[config.mk]
export PLATFORM = sky130hd
export DESIGN_NAME = tia_phase_divider
export DESIGN_NICKNAME = d
export VERILOG_FILES = /design/src/rtl/tia_phase_pkg.sv /design/src/rtl/tia_phase_decode.sv /design/src/rtl/tia_phase_divider.sv
export SDC_FILE = /design/constraint.sdc
export NUM_CORES = 1
export LEC_CHECK = 0
export BUFFER_PORTS_ARGS = -buffer_cell sky130_fd_sc_hd__buf_2
export CAP_MARGIN = 25
export CORE_UTILIZATION = 50
export DETAILED_ROUTE_END_ITERATION = 12
export GPL_TIMING_DRIVEN = 0
export HOLD_SLACK_MARGIN = 0.05
export PLACE_DENSITY = 0.76
export SLEW_MARGIN = 0
export SYNTH_ARGS = -nofsm -noshare
export SYNTH_HDL_FRONTEND = slang
export SYNTH_SLANG_ARGS = --single-unit
[constraint.sdc]
create_clock -name clk -period 2.6 [get_ports clk]
set_input_delay 0.13 -clock clk [delete_from_list [all_inputs] [get_ports clk]]
set_output_delay 0.13 -clock clk [all_outputs]
set_load 0.05 [all_outputs]
[src/rtl/tia_phase_pkg.sv]
// rtl/tia_phase_pkg.sv - shared constants and ratio clamp helper for the TIA phase divider family
package tia_phase_pkg;

    localparam int unsigned MIN_DIV           = 2;
    localparam int          DEFAULT_DIV_WIDTH = 4;
    localparam int          DEFAULT_DIV_RATIO = 3;

    // Ratios below MIN_DIV would make phi1/phi2/phi_theta collide, so they are raised to MIN_DIV
    function automatic int unsigned clamp_div(input int unsigned ratio);
        return (ratio < MIN_DIV) ? MIN_DIV : ratio;
    endfunction

endpackage

[src/rtl/tia_phase_decode.sv]
// rtl/tia_phase_decode.sv - combinational phase-enable decode of count and ratio
module tia_phase_decode
    import tia_phase_pkg::*;
#(
    parameter int DIV_WIDTH = DEFAULT_DIV_WIDTH
) (
    input  logic [DIV_WIDTH-1:0] cnt,
    input  logic [DIV_WIDTH-1:0] n,
    output logic                 phi_theta,
    output logic                 phi1,
    output logic                 phi2
);

    logic [DIV_WIDTH-1:0] w_last;
    logic [DIV_WIDTH-1:0] w_mid;

    assign w_last = n - DIV_WIDTH'(1);
    assign w_mid  = n >> 1;

    // Terminal count, start-of-period and mid-period enables; N >= 2 keeps phi1 and phi2 disjoint
    always_comb begin
        phi_theta = (cnt == w_last);
        phi1      = (cnt == '0);
        phi2      = (cnt == w_mid);
    end

endmodule

[src/rtl/tia_phase_divider.sv]
// rtl/tia_phase_divider.sv - programmable phase divider; optional deferred resync under TIA_PHASE_DIVIDER_RSYN_HOLD_EN
module tia_phase_divider
    import tia_phase_pkg::*;
#(
    parameter int DIV_WIDTH   = DEFAULT_DIV_WIDTH,
    parameter int DEFAULT_DIV = DEFAULT_DIV_RATIO
) (
    input  logic                 clk,
    input  logic                 resphi0,
    input  logic [DIV_WIDTH-1:0] div_ratio,
    input  logic                 div_load,
    input  logic                 rsyn,
    output logic                 phi_theta,
    output logic                 phi1,
    output logic                 phi2,
    output logic                 rsyn_gated,
    output logic [DIV_WIDTH-1:0] cnt,
    output logic [DIV_WIDTH-1:0] div_active,
    output logic                 rsyn_pending
);

    localparam logic [DIV_WIDTH-1:0] RESET_DIV = DIV_WIDTH'(DEFAULT_DIV);

    logic [DIV_WIDTH-1:0] r_cnt;
    logic [DIV_WIDTH-1:0] r_div_active;
    logic [DIV_WIDTH-1:0] r_pend_div;
    logic                 r_pend_valid;

    logic                 w_theta;
    logic                 w_rsyn_accept;
    logic                 w_restart;
    logic [DIV_WIDTH-1:0] w_clamped;
    logic [DIV_WIDTH-1:0] w_next_div;

    tia_phase_decode #(
        .DIV_WIDTH (DIV_WIDTH)
    ) u_decode (
        .cnt       (r_cnt),
        .n         (r_div_active),
        .phi_theta (w_theta),
        .phi1      (phi1),
        .phi2      (phi2)
    );

    assign w_clamped = DIV_WIDTH'(clamp_div(32'(div_ratio)));

`ifdef TIA_PHASE_DIVIDER_RSYN_HOLD_EN
    logic r_rsyn_hold;

    // A resync landing on terminal count is remembered and replayed one cycle later
    always_ff @(posedge clk) begin
        if (resphi0) begin
            r_rsyn_hold <= 1'b0;
        end else begin
            r_rsyn_hold <= rsyn & w_theta;
        end
    end

    assign w_rsyn_accept = (rsyn & ~w_theta) | r_rsyn_hold;
    assign rsyn_pending  = r_rsyn_hold;
`else
    assign w_rsyn_accept = rsyn & ~w_theta;
    assign rsyn_pending  = 1'b0;
`endif

    // Restart points are the natural wrap and any accepted resync
    assign w_restart = w_theta | w_rsyn_accept;

    // A load coinciding with a restart wins over an older pending ratio
    always_comb begin
        w_next_div = r_div_active;
        if (div_load) begin
            w_next_div = w_clamped;
        end else if (r_pend_valid) begin
            w_next_div = r_pend_div;
        end
    end

    // Count, ratio and pending-slot state; the ratio only changes as the count returns to 0
    always_ff @(posedge clk) begin
        if (resphi0) begin
            r_cnt        <= '0;
            r_div_active <= RESET_DIV;
            r_pend_div   <= RESET_DIV;
            r_pend_valid <= 1'b0;
        end else if (w_restart) begin
            r_cnt        <= '0;
            r_div_active <= w_next_div;
            r_pend_valid <= 1'b0;
        end else begin
            r_cnt <= r_cnt + DIV_WIDTH'(1);
            if (div_load) begin
                r_pend_div   <= w_clamped;
                r_pend_valid <= 1'b1;
            end
        end
    end

    assign phi_theta  = w_theta;
    assign rsyn_gated = rsyn & ~w_theta;
    assign cnt        = r_cnt;
    assign div_active = r_div_active;

endmodule

==> out/qor.txt <==
Wirelength per Cell - 11.9 um
fin crit period - 2.22 ns
RSZ-0062 raised after global routing - no
power per cell area - 595 nW/um^2
setup bufs post-CTS - 0
Final Wtd Congestion - 0.736
finished layout cell area - 922 um^2
Startpoint Class - flop
Slowest-stage cell, CP - dfxtp_1
critical path's largest stage delay - 0.43 ns
GRT overflow - 0
mapped cell area - 787 um^2
largest net degree at the start of global routing - 11
critical path type - flop to output pin
Pint - 337 uW
area post-placement - 896 um^2
CP endpoint kind - output pin
crit share post-route - 0.854
Synth Instances - 87
Clk pwr share - 0.220
share of cells above drive strength 1 - 0.239
Yosys warnings - 0
commonest cells after routing, fill and taps aside - buf_2 (18), nor2_1 (14), dfxtp_1 (13)
Mapped Nets - 98
sequential power share - 0.420
global-route wire length before repair - 2580 um
CTS root buf - clkbuf_4
fmax - 0.450 GHz
number of diodes - 0
crit path cell chain - inv_1 > ha_1 > xor2_1 > nand3b_1 > or2_1 > and2_1 > buf_2
Final WS setup - 0.380 ns
Layout Nets - 121
crit-path max FO - 5
logic gate share of total power - 0.360
reg-to-reg startpoint - div_active[0]
final wirelength - 1470 um
most common cell after layout, fill and taps aside - buf_2
Max-slew headroom - 0.671
Starting Density - 0.569
Distinct cells, synth - 31
Buffers on Ports - 18
run status - complete, no violations
Ports - 21
critical path startpoint - div_active[0]
die width - 41.7 um
Mapped Avg Cell Area - 9.05 um^2
Req. time, crit path - 2.47 ns
CTS Hold Bufs - 0
DR pass1 iterations - 4
Hold Startpoint - div_ratio[2]
detail-routed via count per cell - 5.32
chip height - 41.7 um
Tot GR Track Use - 0.189
Clock Sinks - 13
CTS tree - yes
Worst Skew - 0.000397 ns
Area Overhead vs Synth - 17.2%
sw power - 212 uW
row cnt - 13
sequential area share after synthesis - 0.331
Peak VDD IR - 0.351 mV
Iteration-0 DRC Markers - 15
#FFs+latches synth - 13
vias in the first global route - 612
HP Class - input pin to flop
Slew @ Worst Pin - 0.489 ns
Pleak - 0.000462 uW
Die Footprint - 1740 um^2
DR vias - 660
DRC Markers - 0
Sum Neg Setup Slack - 0 ns
worst slack at placement - 0.627 ns
CTS max path bufs - 2
Clock Latency Late Sink - 0.26 ns
Buf+Inv Stages, Crit Path - 2
DP Wirelength - 1210 um
final hold viol count - 0
Final Setup Violations - 0
CP top delay family - simple AND/OR/NAND/NOR gates
worst path arrival time - 2.09 ns
Post-DRT Antenna Nets - 0
switching portion of total power - 0.386
Max Cap Viol - 0
CTS Buf Count - 3
count of pins over their slew limit - 0
core outline area - 1380 um^2
H-tree depth - 1
post_cts resized - 0
antenna violations before repair - 0
register clock-pin slew on the reported worst setup and hold paths - 0.08 ns
total power - 549 uW
## routing by layer
metal | share of wire | GRT usage | vias up
met5 | 0 | 0 | -
li1 | - | - | 332
met3 | 0.041 | 0.0261 | 2
met1 | 0.46 | 0.232 | 308
met2 | 0.49 | 0.338 | 18
met4 | 0.0081 | 0.0581 | 0
## cell families (layout without fill, tap and decap cells)
group,count (synthesis),in the layout,share of synthesized area
compound gates,10,10,0.0922
xor+xnor,10,10,0.130
fa+ha+maj,3,3,0.0477
buf+inv,10,32,0.0620
flops,13,13,0.331
mux,9,9,0.127
other cells,1,1,0.00476
simple gates,31,31,0.205
## stage by stage
stage / hold WS (ns) / utilization / cells
floorplan: 0.285 / - / 87
global placement: 0.426 / 0.648 / 120
detailed placement: 0.440 / 0.648 / 120
CTS: 0.157 / 0.667 / 124
global route: 0.157 / 0.667 / 124
finish: 0.154 / 0.667 / 124
## worst min-delay path, stage by stage
cell and delay (ns):
buf_2 0.12, nand2b_1 0.06, mux2i_1 0.06
## worst paths after layout
check        depth (start not counted)  slack, ns            end
max                                  7       0.38     rsyn_gated
min                                  3       0.15  r_pend_div[2]
max reg2reg                          6       0.62  div_active[2]
min reg2reg                          2       0.48  r_pend_div[2]
## area by class of cell
type | instances | area, um^2
flip-flops and latches | 13 | 260
fillers | 118 | 460
clock buffers | 4 | 26.3
multi-input cells | 64 | 478
well taps | 15 | 18.8
plain buffers | 4 | 26.3
repair buffers | 18 | 90.1
inverters | 6 | 22.5
## power by group through the flow
| stage | clock network, uW | registers, uW | logic (uW) |
|---|---|---|---|
| 2_1_floorplan | 0 | 261 | 128 |
| 3_3_place_gp | 0 | 234 | 193 |
| 3_5_place_dp | 0 | 236 | 198 |
| 4_1_cts | 123 | 231 | 198 |
| 5_1_grt | 135 | 233 | 213 |
| 6_report | 121 | 230 | 197 |
## cells in the mapped netlist, drive strengths merged
| cell | instances | area share |
|---|---|---|
| nor2 | 14 | 0.067 |
| dfxtp | 13 | 0.33 |
| mux2i | 7 | 0.089 |
| inv | 6 | 0.029 |
| xor2 | 6 | 0.067 |
| nand2b | 4 | 0.032 |
| nor2b | 4 | 0.032 |
| o21ai | 4 | 0.025 |
| ha | 3 | 0.048 |
| xnor2 | 3 | 0.033 |
| buf | 2 | 0.024 |
| clkbuf | 2 | 0.0095 |
| mux2 | 2 | 0.038 |
| a211oi | 1 | 0.0095 |
| a221o | 1 | 0.013 |
| and2 | 1 | 0.0080 |
| and3 | 1 | 0.0080 |
| conb | 1 | 0.0048 |
| nand2 | 1 | 0.0048 |
| nand3 | 1 | 0.0064 |
| nand3b | 1 | 0.0095 |
| nor3 | 1 | 0.013 |
| nor3b | 1 | 0.0095 |
| nor4 | 1 | 0.0080 |
| o21a | 1 | 0.0095 |
| o21bai | 1 | 0.0095 |
| o311ai | 1 | 0.011 |
| o41a | 1 | 0.014 |
| or2 | 1 | 0.0080 |
| xor3 | 1 | 0.030 |
## registers in the layout, summed over array words and instances, names as in the netlist
| signal | count |
|---|---|
| div_active | 4 |
| r_pend_valid | 1 |
| r_pend_div | 4 |
| cnt | 4 |
Power figures use the tool's default switching activity.
